**config.mk**
```make
export PLATFORM = sky130hd
export DESIGN_NAME = oflow_fsm_write
export DESIGN_NICKNAME = d
export VERILOG_FILES = /design/src/rtl/oflow_fsm_write_pkg.sv /design/src/rtl/oflow_fsm_write_slot_ptr.sv /design/src/rtl/oflow_fsm_write.sv
export SDC_FILE = /design/constraint.sdc
export NUM_CORES = 1
export LEC_CHECK = 0
export ABC_CLOCK_PERIOD_IN_PS = 2000
export BUFFER_PORTS_ARGS = -buffer_cell sky130_fd_sc_hd__buf_2
export CAP_MARGIN = 20
export CORE_MARGIN = 2
export CORE_UTILIZATION = 45
export CTS_BUF_LIST = sky130_fd_sc_hd__clkbuf_8
export CTS_CLUSTER_SIZE = 16
export DETAILED_ROUTE_END_ITERATION = 10
export GPL_ROUTABILITY_DRIVEN = 0
export GPL_TIMING_DRIVEN = 0
export PLACE_DENSITY_LB_ADDON = 0.15
export SYNTH_ARGS = -nofsm -noshare
export SYNTH_HDL_FRONTEND = slang
export SYNTH_SLANG_ARGS = --single-unit
export TNS_END_PERCENT = 1
```
**constraint.sdc**
```tcl
create_clock -name clk -period 2 [get_ports clk]
set_clock_uncertainty 0.15 [all_clocks]
set_input_delay 0.1 -clock clk [delete_from_list [all_inputs] [get_ports clk]]
set_output_delay 0.1 -clock clk [all_outputs]
set_load 0.02 [all_outputs]
```
**src/rtl/oflow_fsm_write_pkg.sv**
```systemverilog
// Shared widths, limits and write-FSM state encoding for the oflow history buffer.
// Widths are derived from MAX_BBOX_PER_FRAME so the block rescales with one edit.
`default_nettype none

package oflow_MEM_buffer_define;

    localparam int MAX_BBOX_PER_FRAME          = 32;
    localparam int NUM_SLOTS                   = 5;
    localparam int TOTAL_FRAME_NUM_WIDTH       = 8;
    localparam int NUM_OF_HISTORY_FRAMES_WIDTH = 3;
    localparam int SLOT_WIDTH                  = 3;
    // Two bboxes share one buffer line, so a frame spans MAX/2 lines.
    localparam int OFFSET_WIDTH                = $clog2(MAX_BBOX_PER_FRAME / 2);
    localparam int ADDR_WIDTH                  = $clog2(MAX_BBOX_PER_FRAME + 1);

    typedef enum logic [1:0] {
        ST_IDLE  = 2'd0,
        ST_CLEAR = 2'd1,
        ST_WRITE = 2'd2,
        ST_DONE  = 2'd3
    } write_state_t;

endpackage

`default_nettype wire

```
**src/rtl/oflow_fsm_write_slot_ptr.sv**
```systemverilog
// Wrapping history-slot pointer: advances once per frame, restarts on frame 0.
// Wraps after the last configured slot and never leaves the physical slot range.
`default_nettype none

module oflow_fsm_write_slot_ptr
    import oflow_MEM_buffer_define::*;
(
    input  logic                                   clk,
    input  logic                                   reset_N,
    input  logic                                   advance,
    input  logic                                   restart,
    input  logic [NUM_OF_HISTORY_FRAMES_WIDTH-1:0] last_slot,
    output logic [SLOT_WIDTH-1:0]                  slot
);

    logic wrap;

    assign wrap = restart
               || (slot >= last_slot)
               || (slot >= SLOT_WIDTH'(NUM_SLOTS - 1));

    always_ff @(posedge clk or negedge reset_N) begin
        if (!reset_N) begin
            slot <= '0;
        end else if (advance) begin
            slot <= wrap ? '0 : slot + 1'b1;
        end
    end

endmodule

`default_nettype wire

```
**src/rtl/oflow_fsm_write.sv**
```systemverilog
// Write-side FSM of the oflow history buffer: stores one frame of bboxes per slot.
// Build option OFLOW_FSM_WRITE_OVERFLOW_EN enables the sticky overflow flag.
`default_nettype none

module oflow_fsm_write
    import oflow_MEM_buffer_define::*;
(
    input  logic                                   clk,
    input  logic                                   reset_N,
    input  logic [TOTAL_FRAME_NUM_WIDTH-1:0]       frame_num,
    input  logic [NUM_OF_HISTORY_FRAMES_WIDTH-1:0] num_of_history_frames,
    input  logic                                   start_write,
    input  logic                                   bbox_valid,
    input  logic                                   bbox_last,
    output logic                                   bbox_ready,
    output logic                                   we,
    output logic [SLOT_WIDTH-1:0]                  frame_to_write,
    output logic [OFFSET_WIDTH-1:0]                offset,
    output logic                                   half_sel,
    output logic [ADDR_WIDTH-1:0]                  end_pointers [NUM_SLOTS],
    output logic                                   done_write,
    output logic                                   overflow
);

    write_state_t          state;
    logic [ADDR_WIDTH-1:0] bbox_cnt;
    logic [SLOT_WIDTH-1:0] slot;
    logic                  start_frame;
    logic                  handshake;
    logic                  room;

    assign start_frame = (state == ST_IDLE) && start_write;
    assign handshake   = bbox_valid && bbox_ready;
    assign room        = bbox_cnt < ADDR_WIDTH'(MAX_BBOX_PER_FRAME);

    // History depth is only looked at on the IDLE->CLEAR step.
    oflow_fsm_write_slot_ptr u_slot_ptr (
        .clk       (clk),
        .reset_N   (reset_N),
        .advance   (start_frame),
        .restart   (frame_num == '0),
        .last_slot (num_of_history_frames),
        .slot      (slot)
    );

    always_ff @(posedge clk or negedge reset_N) begin
        if (!reset_N) begin
            state          <= ST_IDLE;
            bbox_cnt       <= '0;
            bbox_ready     <= 1'b0;
            we             <= 1'b0;
            frame_to_write <= '0;
            offset         <= '0;
            half_sel       <= 1'b0;
            done_write     <= 1'b0;
            overflow       <= 1'b0;
            for (int i = 0; i < NUM_SLOTS; i++) begin
                end_pointers[i] <= '0;
            end
        end else begin
            we         <= 1'b0;
            done_write <= 1'b0;
            case (state)
                ST_IDLE: begin
                    if (start_write) begin
                        state <= ST_CLEAR;
                    end
                end
                ST_CLEAR: begin
                    end_pointers[slot] <= '0;
                    bbox_cnt           <= '0;
                    overflow           <= 1'b0;
                    bbox_ready         <= 1'b1;
                    state              <= ST_WRITE;
                end
                ST_WRITE: begin
                    if (handshake) begin
                        // Beyond the frame limit the bbox is dropped and the count saturates.
                        if (room) begin
                            we                 <= 1'b1;
                            frame_to_write     <= slot;
                            offset             <= bbox_cnt[OFFSET_WIDTH:1];
                            half_sel           <= bbox_cnt[0];
                            end_pointers[slot] <= bbox_cnt + 1'b1;
                            bbox_cnt           <= bbox_cnt + 1'b1;
                        end
`ifdef OFLOW_FSM_WRITE_OVERFLOW_EN
                        if (!room) begin
                            overflow <= 1'b1;
                        end
`endif
                        if (bbox_last) begin
                            bbox_ready <= 1'b0;
                            done_write <= 1'b1;
                            state      <= ST_DONE;
                        end
                    end
                end
                ST_DONE: begin
                    state <= ST_IDLE;
                end
                default: begin
                    state <= ST_IDLE;
                end
            endcase
        end
    end

endmodule

`default_nettype wire

```
==> results_dict.tcl <==
set metrics [dict create \
    status "complete, no violations" \
    io_buffers 56 \
    synth_cells 228 \
    cellPowerDensity_mw_per_mm2 1280 \
    critPathMaxFanout 7 \
    antenna_left 0 \
    cts_root_buffer "clkbuf_8" \
    period_share_pct 95.1 \
    track_usage_pct 19.4 \
    dpl.cell_count 352 \
    r2r_slack_ns 0.1 \
    coreArea_mm2 0.00482 \
    clk_latency_ns 0.31 \
    netlist.area_leader.share_pct 56.7 \
    grt_pass1_vias 1756 \
    worstPathArrival_ns 2.00 \
    fin_hold_ws_ns 0.0351 \
    holdPathStages 4 \
    critical_path_class "reg -> reg" \
    crit_chain "inv_1, ha_1, nand2b_1, a21o_1, a221oi_2, mux2_2" \
    die_h_um 75.4 \
    drtIter0Drc 82 \
    nFillCells 456 \
    die_w_um 75.4 \
    cts_tree "done" \
    yosys-top-cells-area "dfrtp_1 (57%), nand2_1 (8.8%), o21ai_0 (5.0%)" \
    grt_max_degree 29 \
    wl_per_cell_um 13.7 \
    mostFrequentLayoutCell "buf_2" \
    final-setup-viol-count 0 \
    final_layout_size_suffix_gt1_share_pct 28.7 \
    detail_route.first_pass.iterations 4 \
    worstMarginPinSlew_ns 0.595 \
    yosysUniqueCellTypes 40 \
    ys_seq_area_share_pct 56.7 \
    hold_violations 0 \
    timing.rr.start "u_slot_ptr.slot[0]" \
    whs_endpoint "bbox_ready" \
    yosys.area.top_type "dfrtp_1" \
    start_util_pct 47.7 \
    syn_to_final_growth_pct 24.7 \
    hpwl_um 3630 \
    synth-seq-cells 52 \
    hold_path_class "in -> reg" \
    start_kind "register" \
    clkTransAtPathRegs_ns 0.09 \
    cts_made_buffers 5 \
    cts_max_level 2 \
    vias_per_cell 5.02 \
    worst-path-buf-inv 1 \
    syn_area_per_cell_um2 10.1 \
    setup-tns-final_ns 0 \
    required_ns 2.09 \
    synth_nets 253 \
    cap_violations 0 \
    rsz0062_at_grt "false" \
    floorplan.die_area_mm2 0.00569 \
    clk_path_buf_depth 2 \
    rr_endpoint "u_slot_ptr.slot[0]" \
    antenna_found_initial 0 \
    final-instance-count-excl-fill 363 \
    io_pins 58 \
    r2r_cells 6 \
    grt_pass1_wl_um 8150 \
    critPathCaptureType "register" \
    fin_crit_ns 1.90 \
    drc 0 \
    crit_family "compound AO/OA/AOI/OAI gates" \
    cts_sinks 52 \
    syn_area_mm2 0.00230 \
    ys_warn_count 0 \
    drt_wl_total_um 4970 \
    max_freq_mhz 526 \
    vias 1822 \
    post-cts-setup-buffers 0 \
    holdCritStartpoint "bbox_valid" \
    ir_drop_mv 0.592 \
    slowest_stage "dfrtp_2" \
    slew_headroom_pct 60.3 \
    num_rows 25 \
    antenna_cells 0 \
    slowest_delay_ns 0.47 \
    maxSlewViolCount 0 \
    leakage_uw 0.00148 \
    layout_common_cells "buf_2 (59), nand2_1 (54), dfrtp_1 (51)" \
    layout.nets 320 \
    grt-ovfl-total 0 \
]
## Yosys cell counts
cell / number
nand2_1: 54
dfrtp_1: 52
o21ai_0: 23
ha_1: 9
a21oi_1: 8
a22o_1: 8
inv_1: 7
nor2_1: 7
nand3_1: 6
o21ai_1: 6
clkbuf_1: 4
nor3_1: 4
buf_2: 3
nand2b_1: 3
xnor2_1: 3
a211oi_1: 2
a21o_1: 2
buf_4: 2
nor2b_1: 2
nor4_1: 2
o21a_1: 2
a221oi_2: 1
a31o_2: 1
and2_1: 1
and3b_1: 1
conb_1: 1
inv_2: 1
mux2_2: 1
nand4b_1: 1
nor2_4: 1
nor3b_1: 1
nor3b_2: 1
o21ai_2: 1
o22a_1: 1
o22ai_1: 1
o32a_1: 1
or2_2: 1
or3_1: 1
or3b_1: 1
xor2_1: 1
## tightest hold or removal path: cells and delay by family
kind | cells | cell delay, ns
and+or+nand+nor | 2 | 0.18
buffers and inverters | 1 | 0.11
AOI/OAI and AO/OA | 1 | 0.07
## repair_timing
| item | in CTS | in global routing |
|---|---|---|
| hold buffers | 3 | 0 |
| setup endpoints to repair | 9 | 32 |
| gates resized for setup | 4 | 11 |
| pin swaps | 0 | 1 |
| endpoints found under the hold margin | 25 | 0 |
## stage by stage
stage | total power, uW | utilization [%] | area, um^2 | worst slack (ns)
6_report | 3660 | 59.4 | 2860 | 0.0971
5_1_grt | 3950 | 59.4 | 2860 | 0.00839
4_1_cts | 3660 | 58.8 | 2830 | -0.00269
3_5_place_dp | 2900 | 55.6 | 2680 | -0.0174
3_3_place_gp | 2870 | 55.2 | 2660 | 0.0154
2_1_floorplan | 2450 | - | 2300 | 0.250
## sequential cells by signal (all words and copies together) (netlist names), 2 cells and up
name	flops
u_slot_ptr.slot	3
end_pointers	30
state	2
bbox_cnt	6
frame_to_write	3
offset	4
## final cells by class
type	count	area [um^2]	share of cell area, %
inverters	8	30.0	1.05
well taps	67	83.8	2.93
repair buffers	60	330	11.5
flip-flops and latches	52	1300	45.5
plain buffers	9	57.6	2.01
clock buffers	5	68.8	2.40
multi-input cells	159	951	33.2
clock inverters	3	38.8	1.35
## power breakdown
group | switching (uW) | internal, uW | leakage [uW]
Combinational | 917 | 536 | 0.000721
Sequential | 210 | 1300 | 0.000699
Clock | 339 | 367 | 0.0000593
Total | 1470 | 2200 | 0.00148
## worst max path at each step
stage | cells after the start | slack [ns] | from | endpoint
global route | 6 | 0.008 | u_slot_ptr.slot[0] | u_slot_ptr.slot[0]
finish | 6 | 0.1 | u_slot_ptr.slot[0] | u_slot_ptr.slot[0]
global placement | 6 | 0.02 | state[1] | end_pointers[22]
CTS | 8 | -0.003 | state[0] | end_pointers[11]
floorplan | 6 | 0.25 | state[1] | end_pointers[22]
detailed placement | 6 | -0.02 | state[1] | end_pointers[22]
## per-layer routing
metal / GRT usage, % / vias to the layer above / routed length (um)
li1: - / 918 / -
met2: 30.5 / 53 / 2190
met5: 0 / - / 0
met3: 4.37 / 9 / 252
met4: 8.19 / 0 / 100
met1: 26.1 / 842 / 2430
## kinds of logic after synthesis
family          count (synthesis)  share of synthesized area (%)
compound gates                 57                           15.6
flops                          52                           56.7
simple gates                   87                           17.4
mux                             1                          0.490
xor+xnor                        4                           1.53
fa+ha+maj                       9                           4.90
other cells                     1                          0.163
buf+inv                        17                           3.27
No activity file was read; power rests on OpenSTA's default activity.
